File: src/rtl/vreg_read_stage.sv
// VRF read stage: turns address-generator beats into VRF reads, follows the
// fixed read latency with a sideband pipe and buffers beats in a credit FIFO.
module vreg_read_stage #(
  parameter int DATA_WIDTH = 64,
  parameter int ADDR_WIDTH = 5,
  parameter int OFF_WIDTH  = 8,
  parameter int VL_WIDTH   = 15,
  parameter int READ_LAT   = 1,
  parameter int FIFO_DEPTH = 4
) (
  input  logic                    clk,
  input  logic                    rst_n,
  input  logic                    flush,
  input  logic                    req_valid,
  output logic                    req_ready,
  input  logic [ADDR_WIDTH-1:0]   req_addr,
  input  logic [OFF_WIDTH-1:0]    req_off,
  input  logic                    req_start,
  input  logic                    req_end,
  input  logic [VL_WIDTH-1:0]     vl,
  input  logic [1:0]              sew,
  output logic                    vrf_rd_en,
  output logic [ADDR_WIDTH-1:0]   vrf_rd_addr,
  output logic [OFF_WIDTH-1:0]    vrf_rd_off,
  input  logic [DATA_WIDTH-1:0]   vrf_rd_data,
  output logic                    out_valid,
  input  logic                    out_ready,
  output logic [DATA_WIDTH-1:0]   out_data,
  output logic [DATA_WIDTH/8-1:0] out_be,
  output logic                    out_start,
  output logic                    out_end,
  output logic                    idle
);
  localparam int BPB = DATA_WIDTH / 8;
  localparam int CW  = $clog2(FIFO_DEPTH + 1);
  localparam int PW  = (FIFO_DEPTH > 1) ? $clog2(FIFO_DEPTH) : 1;
  localparam int TW  = VL_WIDTH + 3;
  localparam int EW  = DATA_WIDTH + BPB + 2;
  localparam logic [CW-1:0] DEPTH_C    = CW'(FIFO_DEPTH);
  localparam logic [CW-1:0] ONE_C      = CW'(1);
  localparam logic [PW-1:0] LAST_PTR_C = PW'(FIFO_DEPTH - 1);
  localparam logic [PW-1:0] PTR_ONE_C  = PW'(1);
  localparam logic [TW-1:0] BPB_C      = TW'(BPB);

  logic [CW-1:0]       cnt_q, cnt_d;
  logic [TW-1:0]       bytes_left_q, bytes_left_d;
  logic [READ_LAT-1:0] pipe_vld_q, pipe_vld_d;
  logic [READ_LAT-1:0] pipe_start_q, pipe_start_d;
  logic [READ_LAT-1:0] pipe_end_q, pipe_end_d;
  logic [BPB-1:0]      pipe_be_q [READ_LAT];
  logic [BPB-1:0]      pipe_be_d [READ_LAT];
  logic [EW-1:0]       mem_q [FIFO_DEPTH];
  logic [EW-1:0]       mem_d [FIFO_DEPTH];
  logic [PW-1:0]       wr_ptr_q, wr_ptr_d, rd_ptr_q, rd_ptr_d;
  logic [CW-1:0]       fcnt_q, fcnt_d;

  logic                acc_s, pop_s, wr_s;
  logic [TW-1:0]       tot_s;
  logic [BPB-1:0]      be_s;
  logic [EW-1:0]       head_s;

  // Accept/pop strobes and the tail byte-enable of the beat being issued.
  always_comb begin
    req_ready = rst_n & (cnt_q < DEPTH_C);
    out_valid = (fcnt_q != '0);
    acc_s     = req_valid & req_ready & ~flush;
    pop_s     = out_valid & out_ready;
    wr_s      = pipe_vld_q[READ_LAT-1];
    if (req_start) begin
      tot_s = {3'b000, vl} << sew;
    end else begin
      tot_s = bytes_left_q;
    end
    be_s = '0;
    if (tot_s >= BPB_C) begin
      be_s = '1;
    end else begin
      for (int i = 0; i < BPB; i++) begin
        be_s[i] = (TW'(i) < tot_s);
      end
    end
  end

  // Output port drive; the head comes straight from storage and reads 0 when empty.
  always_comb begin
    vrf_rd_en   = acc_s;
    vrf_rd_addr = req_addr;
    vrf_rd_off  = req_off;
    idle        = (cnt_q == '0);
    if (out_valid) begin
      head_s = mem_q[rd_ptr_q];
    end else begin
      head_s = '0;
    end
    out_data  = head_s[EW-1 -: DATA_WIDTH];
    out_be    = head_s[BPB+1:2];
    out_start = head_s[1];
    out_end   = head_s[0];
  end

  // Next-state for credits, byte budget, sideband pipe and FIFO; flush wins.
  always_comb begin
    cnt_d        = cnt_q;
    bytes_left_d = bytes_left_q;
    pipe_vld_d   = pipe_vld_q;
    pipe_start_d = pipe_start_q;
    pipe_end_d   = pipe_end_q;
    pipe_be_d    = pipe_be_q;
    mem_d        = mem_q;
    wr_ptr_d     = wr_ptr_q;
    rd_ptr_d     = rd_ptr_q;
    fcnt_d       = fcnt_q;

    pipe_vld_d[0]   = acc_s;
    pipe_start_d[0] = req_start;
    pipe_end_d[0]   = req_end;
    pipe_be_d[0]    = be_s;
    for (int k = 1; k < READ_LAT; k++) begin
      pipe_vld_d[k]   = pipe_vld_q[k-1];
      pipe_start_d[k] = pipe_start_q[k-1];
      pipe_end_d[k]   = pipe_end_q[k-1];
      pipe_be_d[k]    = pipe_be_q[k-1];
    end

    if (flush) begin
      cnt_d        = '0;
      bytes_left_d = '0;
      pipe_vld_d   = '0;
      wr_ptr_d     = '0;
      rd_ptr_d     = '0;
      fcnt_d       = '0;
    end else begin
      case ({acc_s, pop_s})
        2'b10:   cnt_d = cnt_q + ONE_C;
        2'b01:   cnt_d = cnt_q - ONE_C;
        default: cnt_d = cnt_q;
      endcase

      // Byte budget saturates at zero; later beats still flow with be = 0.
      if (acc_s) begin
        if (tot_s >= BPB_C) begin
          bytes_left_d = tot_s - BPB_C;
        end else begin
          bytes_left_d = '0;
        end
      end else begin
        bytes_left_d = bytes_left_q;
      end

      if (wr_s) begin
        mem_d[wr_ptr_q] = {vrf_rd_data, pipe_be_q[READ_LAT-1],
                           pipe_start_q[READ_LAT-1], pipe_end_q[READ_LAT-1]};
        wr_ptr_d = (wr_ptr_q == LAST_PTR_C) ? '0 : wr_ptr_q + PTR_ONE_C;
      end else begin
        wr_ptr_d = wr_ptr_q;
      end

      if (pop_s) begin
        rd_ptr_d = (rd_ptr_q == LAST_PTR_C) ? '0 : rd_ptr_q + PTR_ONE_C;
      end else begin
        rd_ptr_d = rd_ptr_q;
      end

      case ({wr_s, pop_s})
        2'b10:   fcnt_d = fcnt_q + ONE_C;
        2'b01:   fcnt_d = fcnt_q - ONE_C;
        default: fcnt_d = fcnt_q;
      endcase
    end
  end

  // State registers with asynchronous clear.
  always_ff @(posedge clk or negedge rst_n) begin
    if (!rst_n) begin
      cnt_q        <= '0;
      bytes_left_q <= '0;
      pipe_vld_q   <= '0;
      pipe_start_q <= '0;
      pipe_end_q   <= '0;
      pipe_be_q    <= '{default: '0};
      mem_q        <= '{default: '0};
      wr_ptr_q     <= '0;
      rd_ptr_q     <= '0;
      fcnt_q       <= '0;
    end else begin
      cnt_q        <= cnt_d;
      bytes_left_q <= bytes_left_d;
      pipe_vld_q   <= pipe_vld_d;
      pipe_start_q <= pipe_start_d;
      pipe_end_q   <= pipe_end_d;
      pipe_be_q    <= pipe_be_d;
      mem_q        <= mem_d;
      wr_ptr_q     <= wr_ptr_d;
      rd_ptr_q     <= rd_ptr_d;
      fcnt_q       <= fcnt_d;
    end
  end

endmodule

File: config.mk
export PLATFORM = sky130hd
export DESIGN_NAME = vreg_read_stage
export DESIGN_NICKNAME = d
export VERILOG_FILES = /design/src/rtl/vreg_read_stage.sv
export SDC_FILE = /design/constraint.sdc
export NUM_CORES = 1
export LEC_CHECK = 0
export ABC_AREA = 1
export BUFFER_PORTS_ARGS = -buffer_cell sky130_fd_sc_hd__buf_2
export CORE_MARGIN = 3
export CORE_UTILIZATION = 50
export DETAILED_ROUTE_END_ITERATION = 16
export PLACE_DENSITY = 0.7
export SETUP_SLACK_MARGIN = 0.5
export SKIP_LAST_GASP = 1
export SYNTH_ARGS = -nofsm -noshare
export SYNTH_HDL_FRONTEND = slang
export SYNTH_SLANG_ARGS = --single-unit
File: constraint.sdc
create_clock -name clk -period 5.85 [get_ports clk]
set_clock_uncertainty 0.1 [all_clocks]
set_input_delay 1.4625 -clock clk [delete_from_list [all_inputs] [get_ports clk]]
set_output_delay 1.4625 -clock clk [all_outputs]
set_load 0.03 [all_outputs]
## After elaboration in Yosys (flattened, before gate mapping)

Index checks and enable logic that the tools add are counted.

| cells by class | value |
|---|---|
| add/subtract/negate cells | 7 |
| multiply operators | 0 |
| divide/modulo/power cells | 0 |
| order comparisons | 13 |
| equal/unequal tests | 6 |
| shift operators | 1 |
| mux-type cells | 23 |
| bitwise operators | 7 |
| reduce and logical (&&, ||, !) cells | 9 |

Operators with widths:

| operator | number |
|---|---|
| $bwmux 296 | 1 |
| $mux 74 | 4 |
| $bmux 74 s2 | 1 |
| $demux 74 s2 | 1 |
| $lt 3x18->1 const A | 4 |
| $mux 18 | 4 |
| $lt 1x18->1 const A | 2 |
| $lt 2x18->1 const A | 2 |
| $ge 18x4->1 const B | 1 |
| $shl 15x2->18 | 1 |
| $sub 18x4->18 const B | 1 |
| $mux 2 | 6 |
| $pmux 3 s2 | 2 |
| $reduce_bool 3->1 | 3 |
| $eq 2x2->1 const B | 4 |
| $mux 8 | 1 |
| $add 3x1->3 const B | 2 |
| $ge 3x3->1 const B | 2 |
| $mux 3 | 2 |
| $not 2->3 | 2 |
| $reduce_bool 2->1 | 3 |
| $sub 3x1->3 const B | 2 |
| $add 2x1->2 const B | 2 |
| $and 1x1->1 | 4 |
| 8 further kinds | 9 |

| word-level totals | value |
|---|---|
| register bits after elaboration | 335 |
| latch bits | 0 |
| bits in writable memories | 0 |
| bits in read-only memories | 0 |
| input bits | 101 |
| logic and storage cells | 79 |
| memories kept | 0 |

## Logic depth before layout (Yosys ltp)

Gate-level depths: netlist of the first run.

| logic depth | value |
|---|---|
| word-level depth | 7 |
| depth in mapped cells | 16 |
| mapped depth without buffers | 14 |

## Least setup slack after synthesis of the first run

OpenSTA, ideal clock, no wires.

| path | value |
|---|---|
| path type | input port to output port |
| start point | in rst_n |
| end point | out vrf_rd_en |
| arrival | 2.851 ns |
| data required time | 4.288 ns |
| slack | 1.436 ns |
| cell stages on the path | 6 |
| path buffers | 2 |
| cell sequence | inv_1 > nor2_1 > nand2_1 > nor2_1 > clkbuf_1 > buf_2 |

| between the ends | value |
|---|---|
| longest elaborated chain between the ends | 3 |

RTL lines:

| element | RTL line | source |
|---|---|---|
| from (decl) | 12 | `input logic rst_n,` |
| $and 1x1->1 | 64 | `req_ready = rst_n & (cnt_q < DEPTH_C);` |
| via req_ready | 15 | `output logic req_ready,` |
| $and 1x1->1 (2 in series) | 66 | `acc_s = req_valid & req_ready & ~flush;` |
| to (decl) | 22 | `output logic vrf_rd_en,` |

The timed path passes the listed nets, and every way through them passes these cells.

## Worst setup path in the final report of the first run

| path | value |
|---|---|
| start point | reg rd_ptr_q[0] |
| end point | out out_be[2] |

| between the ends | value |
|---|---|
| longest elaborated chain between the ends | 5 |

RTL lines:

| element | RTL line | source |
|---|---|---|
| from (decl) | 54 | `logic [PW-1:0] wr_ptr_q, wr_ptr_d, rd_ptr_q, rd_ptr_d;` |
| from (signal assigned) | 194 | `rd_ptr_q <= rd_ptr_d;` |
| $not 2->3 (implied by the code) | 91 | `head_s = mem_q[rd_ptr_q];` |
| $bmux 74 s2 | 91 |  |
| $mux 74 (implied by the code) (2 in series) | 91 |  |
| $mux 74 | 90 | `if (out_valid) begin` |
| to (decl) | 29 | `output logic [DATA_WIDTH/8-1:0] out_be,` |

Every way passes these cells. The select of a mux whose other input is x is not followed.

==> reports/metrics.cfg, run 1 <==
[run_status]
status = complete, no violations

[sta]
fmax_mhz = 233.7
min_period_over_period_pct = 73.15
fin_crit_ps = 4279
finalSetupViolCount = 0
max_slew.worst_pin.slew_ps = 1076
finalSetupTns_ps = 0
finalWorstSetupSlack_ps = 1571
slew_headroom_pct = 28.28
rsz0062_at_grt = no
finalHoldViolations = 0
slew_viol_final = 0

[die]
rows = 64
die_h_um = 183.3
placeableCoreArea_um2 = 30750
initial_utilization_pct = 51.09
die_width_um = 183.3
io_pins = 192
die-area_um2 = 33590

[setup_path]
rrSetupSlack_ps = 2770
critPathArrivalTime_ps = 2720
critPathCaptureType = primary output
critPathLaunchType = flop
critical_path_class = reg -> out
critPathRequiredTime_ps = 4290
cp_max_fo = 68

[yosys]
synth.area.top_cells = dfrtp_1 53%, o21ai_0 14%, nand2_1 11%
yosys_warnings = 0
synth_cells = 2014
ys_ff_latch = 335
syn_area_per_cell_um2 = 7.801
synth_area_um2 = 15710
synth_top_area_share_pct = 53.36
synth_seq_area_share_pct = 53.36
synth.net_count = 2123
synth_top_area_cell = dfrtp_1
synth_cell_types = 26

[pwr]
max-vdd-ir-drop_mv = 0.2783
cellPowerDensity_nw_per_um2 = 425.5
p_leak_nw = 8.829

[place]
portBuffers = 165
dpl.hpwl_mm = 21.48
post-place-ws_ps = 1825
globalplace.congestion = 0.8191

[hold_path]
hold_class = reg -> reg

[clocking]
numClockSinks = 335
post_cts_resized = 0
cts_root_buffer = clkbuf_16
h-tree-depth = 2
cts_setup_buffers = 0
clk_latency_ps = 510
numCtsBuffers = 36
cts_tree = yes
hold_buffers = 0
clockBufferDepth = 3
clk_pin_slew_ps = 60

[cells_and_area]
area_delta_synth_final_pct = 13.22
multiInputGateArea_um2 = 6320
num_antenna_cells = 0
layout.nets = 2194
fill_cells = 2843
seq_area_um2 = 8388
drive_above_1_share_pct = 12.74
final_core_util_pct = 57.85

[global_route]
grt_overflow = 0
grt_usage_pct = 23.41
grt_max_degree = 158
grt_pass1_vias = 13184
top_usage_layer = met2
grt_use_met2_pct = 38.56
grt_pass1_wl_mm = 65.24
globalRouteMet3Util_pct = 3.749
grt_antenna_before_repair = 1
gr-usage-met1_pct = 32.86

[route]
first_pass_iters = 5
drt-total-wl_mm = 38.77
vias_per_cell = 5.331
final_antenna_net_count = 0
route.detailed.drc = 0
wl_per_cell_um = 15.46
vias = 13370
drt-initial-drc-count = 1112

[job]
drv_cap = 0

-- where the power goes --
group	total [mW]	internal [mW]	switching [mW]	leakage [nW]
clock network	2.25	1.33	0.926	0.586
logic	2.47	0.712	1.76	3.76
registers	2.84	2.65	0.192	4.48
total	7.57	4.69	2.88	8.83
-- cells in the mapped netlist (all sizes together) --
library cell and instances:
inv 118, nor3 2, clkinv 2, xnor2 1, xor2 7, nand4 2, nand3 43, fa 2
a21oi 86, nand3b 1, nor2 331, buf 42, nand2 476, dfrtp 335, ha 6, o21ai 457
clkbuf 103
-- through the flow --
stage | cells | total power, mW | area [um^2] | hold WS (ps)
after floorplan | 2014 | 4.613 | 15710 | 347.8
after global placement | 2443 | 5.306 | 16610 | 360.0
after global routing | 2508 | 8.029 | 17790 | 398.4
final | 2508 | 7.568 | 17790 | 377.4
after CTS | 2508 | 7.637 | 17790 | 382.3
after detailed placement | 2443 | 5.354 | 16610 | 365.8
-- critical path, stage by stage (launching register included) --
cell     delay [ps]
dfrtp_4         590
buf_4           680
nor2_1          110
nor2_1          100
o21ai_0         100
a21oi_1         330
buf_2           270
-- cell usage in the layout, fill, tap and decap left out, types with 2 or more instances in the layout --
cell,n
nand2_1,472
o21ai_0,454
dfrtp_1,333
nor2_1,321
buf_2,164
inv_1,109
a21oi_1,86
nand3_1,38
clkbuf_16,37
clkinv_2,12
buf_4,11
inv_2,8
nor2_2,7
xor2_1,7
ha_1,6
clkbuf_8,6
clkbuf_1,5
nand3_2,4
nand2_8,4
nor2_4,3
o21ai_1,3
clkinv_1,2
nand4_1,2
fa_1,2
inv_6,2
clkinvlp_4,2
bufinv_16,2
buf_12,2
-- area by class of cell --
class,count,share of cell area [%]
multi-input cells,1414,35.53
inverters,120,2.539
well taps,396,2.785
flip-flops and latches,335,47.15
clock buffers,48,5.775
repair buffers,178,5.388
clock inverters,17,0.8300
-- metal layers --
metal  wire length (um)  up-vias
met5                 13        -
met3               2229       65
met2              18080      358
met4                634        2
met1              17820     6365
li1                   -     6580
-- worst paths after layout --
path | start | end | depth (start not counted)
setup / recovery | rd_ptr_q[0]$_DFFE_PN0P_ | out_be[2] | 6
hold / removal | bytes_left_q[10]$_DFFE_PN0P_ | bytes_left_q[10]$_DFFE_PN0P_ | 2
setup reg to reg | fcnt_q[1]$_DFFE_PN0P_ | fcnt_q[2]$_DFFE_PN0P_ | 10
hold reg to reg | bytes_left_q[10]$_DFFE_PN0P_ | bytes_left_q[10]$_DFFE_PN0P_ | 2
max in group asynchronous | rst_n | mem_q[253]$_DFFE_PN0P_ | 3
min in group asynchronous | rst_n | mem_q[272]$_DFFE_PN0P_ | 1
-- cell families (layout without fill, tap and decap cells) --
group | count (synthesis) | after routing | share of synthesized area, %
AND/OR/NAND/NOR | 855 | 855 | 21.30
XOR/XNOR | 8 | 8 | 0.4460
flip-flops | 335 | 335 | 53.36
adder cells (fa/ha/maj) | 8 | 8 | 0.7327
buffers and inverters | 265 | 363 | 6.865
AO/OA/AOI/OAI | 543 | 543 | 17.30
-- registers in the layout, indices dropped and copies added (netlist names) --
register / flops
mem_q: 296
bytes_left_q: 18
pipe_be_q: 8
cnt_q: 3
fcnt_q: 3
rd_ptr_q: 2
wr_ptr_q: 2
pipe_end_q: 1
pipe_start_q: 1
pipe_vld_q: 1
Note: power is estimated with default switching activity, not from simulation.
==> run 2: changes to the inputs <==
Settings changed: PLACE_DENSITY 0.7 to 0.73.
Clock period 5.85 ns to 3.6 ns, I/O delays scaled along.
==> run 2 against run 1 <==
  * Clock power up 70%
  * Critical path type unchanged
  * First-iteration DRC count up 9.0%
  * Design area up 4.3%
  * Setup slack worse by 1000 ps
  * Critical endpoint is now out_be[5]
  * Worst hold slack better by 0.83 ps
==> reports/metrics.cfg, run 2 (synthesis gave the netlist of run 1 again) <==
[run_status]
status = complete, no violations

[pwr]
cellPowerDensity_nw_per_um2 = 703.6
max-vdd-ir-drop_mv = 0.5305
power_mw = 13.05
p_leak_nw = 9.218

[cells_and_area]
largest_register_ffs = 296
layout.nets = 2223
final_cell_mix = 472 x nand2_1, 454 x o21ai_0, 333 x dfrtp_1
drive_above_1_share_pct = 13.97
fin_cells = 2540
layout_commonest_cell = nand2_1
top_register = mem_q
final_core_util_pct = 60.32
fill_cells = 2790
area_delta_synth_final_pct = 18.05
top_regs = mem_q x296, bytes_left_q x18, pipe_be_q x8

[sta]
max_slew.worst_pin.slew_ps = 998.5
rsz0062_at_grt = yes
fin_crit_ps = 3058
fmax_mhz = 327.0
slew_viol_final = 0
finalSetupViolCount = 0
slew_headroom_pct = 33.43
finalHoldViolations = 0
min_period_over_period_pct = 84.95
finalSetupTns_ps = 0

[clocking]
clockBufferDepth = 3
hold_buffers = 0
clk_pin_slew_ps = 60
h-tree-depth = 2
numCtsBuffers = 37
cts_root_buffer = clkbuf_16
clk_latency_ps = 520
numClockSinks = 335
cts_tree = yes

[place]
globalplace.congestion = 0.8525
portBuffers = 165
dp_cells = 2454
dpl.hpwl_mm = 23.27

[die]
placeableCoreArea_um2 = 30750
rows = 64
die_width_um = 183.3
io_pins = 192
initial_utilization_pct = 51.09
die-area_um2 = 33590
die_h_um = 183.3

[setup_path]
critical_path_class = reg -> out
critPathCaptureType = primary output
timing.rr.start = fcnt_q[1]$_DFFE_PN0P_
critPathArrivalTime_ps = 2060
cp_max_fo = 19
r2r-end = fcnt_q[2]$_DFFE_PN0P_
critPathRequiredTime_ps = 2600
rrSetupSlack_ps = 1050
critPathLaunchType = flop
rr_worst_depth = 10

[global_route]
grt_overflow = 0
grt_usage_pct = 24.01
grt_pass1_vias = 13073
grt_max_degree = 145
grt_pass1_wl_mm = 66.45
grt_antenna_before_repair = 2

[hold_path]
worstHoldPathCells = 2
holdPathEnd = mem_q[190]$_DFFE_PN0P_
hp-start = mem_q[190]$_DFFE_PN0P_
hold_class = reg -> reg

[route]
drt-total-wl_mm = 42.54
final_antenna_net_count = 0
route.detailed.drc = 0
drt-initial-drc-count = 1212
vias_per_cell = 5.399
vias = 13713
first_pass_iters = 5
wl_per_cell_um = 16.75

[job]
drv_cap = 0

==> run 2: cell count changes in the layout (fill, tap and decap cells not counted), moves of 4 or more <==
cell,delta
clkbuf_16,+9
buf_2,-22
buf_12,+10
nand2_8,-4
clkinv_2,-6
nand2_4,+4
buf_16,+6
buf_4,+18
clkbuf_4,+4
==> run 2: cell type report <==
type | count | area, um^2 | area share (%)
timing repair inverter | 1 | 8.758 | 0.04722
timing repair buffer | 205 | 1627 | 8.770
multi-input combinational | 1414 | 6299 | 33.96
clock buffer | 54 | 1080 | 5.822
sequential | 335 | 8388 | 45.22
clock inverter | 12 | 161.4 | 0.8702
antenna | 3 | 7.507 | 0.04047
tap | 396 | 495.5 | 2.671
inverter | 120 | 481.7 | 2.597
==> run 2: worst max-delay path: stages, from the launching register on <==
cell and delay [ps]:
dfrtp_4 450, buf_12 160, clkbuf_16 220, nor2_1 70, nor2_1 90, o21ai_0 90, a21oi_1 250, buf_4 210
==> run 2: metal layers <==
| layer | wire (um) | GRT usage, % | vias to the layer above | part of all wire (%) |
|---|---|---|---|---|
| li1 | - | - | 6646 | - |
| met3 | 2430 | 3.253 | 61 | 5.7 |
| met4 | 912 | 6.490 | 0 | 2.1 |
| met2 | 19850 | 39.21 | 426 | 47 |
| met5 | 0 | 0 | - | 0 |
| met1 | 19350 | 34.15 | 6580 | 45 |
==> run 2: how the worst max path moves through the flow <==
stage / slack [ps] / to / start / depth (start not counted)
after floorplan: 550 / vrf_rd_en / rst_n / 6
after global placement: 500 / pipe_be_q[0]$_DFF_PN0_ / req_start / 13
after detailed placement: 500 / pipe_be_q[0]$_DFF_PN0_ / req_start / 13
after CTS: 480 / out_data[45] / rd_ptr_q[0]$_DFFE_PN0P_ / 6
after global routing: 470 / out_data[46] / rd_ptr_q[0]$_DFFE_PN0P_ / 7
final: 540 / out_be[5] / rd_ptr_q[0]$_DFFE_PN0P_ / 7
==> run 2: through the flow <==
step	setup WS, ps	cell area, um^2	hold WS [ps]
floorplan	546.1	15720	347.8
global placement	495.3	16790	360.1
detailed placement	500.9	16790	367.4
CTS	477.9	18220	382.0
global route	472.6	18550	397.7
finish	541.9	18550	378.2
==> run 2: repair_timing <==
item                       in CTS  in global routing
buffers inserted                1                  3
cloned                          4                  9
setup endpoints to repair      74                 73
gates resized for setup        27                 19
pin swaps                       5                  6
==> run 2: power breakdown <==
group | internal, mW | total (mW) | switching, mW
Clock | 2.31 | 3.82 | 1.51
Sequential | 4.30 | 4.61 | 0.307
Combinational | 1.52 | 4.62 | 3.10
==> run 3: changes to the inputs <==
Settings changed: ABC_AREA 1 to 0, PLACE_DENSITY 0.73 to 0.7.
Clock period 3.6 ns to 3.07 ns, I/O delays scaled along.
==> run 3 against run 2 <==
  * Combinational power is 57% higher
  * Flip-flop and latch count unchanged
  * Cell count down 33%
  * Non-clock buffer count increased by 22
  * Clock power is 15% higher
  * Worst hold slack got worse by 73 ps
  * Via count is 30% lower
  * Largest power group unchanged
==> reports/metrics.cfg, run 3 <==
[yosys]
synthArstFlopShare_pct = 100.0
synth_most_common_cell = dfrtp_1
syn_area_per_cell_um2 = 14.51
synth_top_area_cell = dfrtp_1
synth_enable_flop_cells = 0
synth_area_um2 = 15900
ys_ff_latch = 335
synth.net_count = 1205
synth_cell_types = 57
synth_cells = 1096
yosys_warnings = 0
synth_common_cells = 335 x dfrtp_1, 303 x mux2_2, 77 x and2_1, 77 x mux4_2, 59 x clkbuf_1
synth_top_area_share_pct = 52.71
synth_seq_area_share_pct = 52.71
synth.area.top_cells = dfrtp_1 53%, mux2_2 21%, mux4_2 11%
synth_ff_type = dfrtp_1

[hold_path]
hold_class = in -> async

[die]
initial_utilization_pct = 51.32
rows = 64
placeableCoreArea_um2 = 30990
die-area_um2 = 33980
die_h_um = 184.3
die_width_um = 184.3
io_pins = 192

[setup_path]
rrSetupSlack_ps = 670
slowest_stage = dfrtp_4
critPathLaunchType = flop
startpoint = rd_ptr_q[0]$_DFFE_PN0P_
cp_cell_sequence = buf_6 > buf_12 > buf_16 > mux4_2 > and2_4 > buf_6
critPathArrivalTime_ps = 2160
cpLargestDelayFamily = flip-flops
r2r-end = fcnt_q[2]$_DFFE_PN0P_
worst-path-buf-inv = 4
critical_path_class = reg -> out
crit_path_max_incr_delay_ps = 520
critPathRequiredTime_ps = 2200
timing.rr.start = fcnt_q[2]$_DFFE_PN0P_
cp_max_fo = 7
rr_worst_depth = 8
cp_common_cell = buf_6
critPathCaptureType = primary output

[place]
dpl.hpwl_mm = 21.22
post-place-ws_ps = 49.81
portBuffers = 165
globalplace.congestion = 0.8590
placed_area_um2 = 17440

[pwr]
power_mw = 17.18
p_leak_nw = 9.227
cellPowerDensity_nw_per_um2 = 882.1
max-vdd-ir-drop_mv = 0.5376

[cells_and_area]
area_delta_synth_final_pct = 22.46
layout.nets = 1386
top_regs = mem_q x296, bytes_left_q x18, pipe_be_q x8
top_register = mem_q
final_core_util_pct = 62.85
stdcell_area_um2 = 19480
largest_register_ffs = 296
layout_commonest_cell = dfrtp_1
final_cell_mix = 333 x dfrtp_1, 303 x mux2_2, 115 x buf_2
drive_above_1_share_pct = 57.72

[route]
route.detailed.drc = 0
vias = 9584
first_pass_iters = 4
wl_per_cell_um = 20.65
drt-initial-drc-count = 532
final_antenna_net_count = 0
vias_per_cell = 5.644
drt-total-wl_mm = 35.07

[sta]
fin_crit_ps = 3028
fmax_mhz = 330.3
rsz0062_at_grt = yes
hold_ws_ps = 305.7
min_period_over_period_pct = 98.62
slew_viol_final = 0
finalSetupViolCount = 0
finalWorstSetupSlack_ps = 42.24
slew_headroom_pct = 35.96
max_slew.worst_pin.slew_ps = 960.5
finalHoldViolations = 0

[clocking]
clk_pin_slew_ps = 60
clockBufferDepth = 3
cts_root_buffer = clkbuf_16
hold_buffers = 0
clk_latency_ps = 500
cts_tree = yes
numClockSinks = 335
h-tree-depth = 2
numCtsBuffers = 37

[global_route]
grt_pass1_vias = 10385
grt_usage_pct = 20.75
grt_overflow = 0
grt_pass1_wl_mm = 56.05
grt_antenna_before_repair = 3
grt_max_degree = 163

[run_status]
status = complete, no violations

[job]
drv_cap = 0

-- run 3: cell count changes in the layout (fill, tap and decap cells not counted), sizes merged, moves of 107 or more --
cell,change
inv,-107
nand2,-437
mux2,+305
nor2,-311
o21ai,-429
-- run 3: kinds of logic after synthesis --
logic type / Yosys count / synth area share, %
multiplexers: 402 / 33.81
flip-flops: 335 / 52.71
AND/OR/NAND/NOR: 173 / 6.058
buffers and inverters: 95 / 2.761
AO/OA/AOI/OAI: 70 / 3.226
XOR/XNOR: 13 / 0.7159
adder cells (fa/ha/maj): 8 / 0.7238
-- run 3: per-stage QoR --
| step | TNS, ps | cells |
|---|---|---|
| detailed placement | 0 | 1617 |
| CTS | -4.231 | 1692 |
| finish | 0 | 1698 |
| global route | -73.53 | 1698 |
| global placement | 0 | 1617 |
| floorplan | 0 | 1096 |
-- run 3: power breakdown --
| group | internal, mW | switching [mW] |
|---|---|---|
| Clock | 2.67 | 1.73 |
| Sequential | 5.15 | 0.390 |
| Combinational | 3.73 | 3.51 |
-- run 3: area by class of cell --
type	count	area, um^2
Inverter	10	40.04
Timing Repair Buffer	227	2028
Fill cell	2344	11510
Tap cell	396	495.5
Sequential cell	335	8391
Clock buffer	53	1109
Multi-Input combinational cell	666	7301
Antenna cell	1	2.502
Clock inverter	10	110.1
-- run 3: how the worst max path moves through the flow --
stage | end | slack [ps] | cells past startpoint
3_5_place_dp | bytes_left_q[15]$_DFFE_PN0P_ | 50 | 9
3_3_place_gp | bytes_left_q[15]$_DFFE_PN0P_ | 40 | 9
4_1_cts | out_start | -4 | 5
5_1_grt | out_be[6] | -20 | 6
6_report | out_be[6] | 40 | 6
2_1_floorplan | bytes_left_q[15]$_DFFE_PN0P_ | 350 | 12
-- run 3: routing by layer --
metal / track usage [%] / up-vias / part of all wire [%]
li1: - / 4357 / -
met1: 28.78 / 5011 / 46
met2: 34.59 / 171 / 49
met3: 3.631 / 41 / 4.0
met4: 4.778 / 4 / 1.4
met5: 0 / - / 0.060
-- run 3: timing repair --
action,4_1_cts,5_1_grt
endpoints found under the setup margin,76,89
cloned,5,5
setup buffers,7,0
pin swaps,1,6
gates resized for setup,60,133
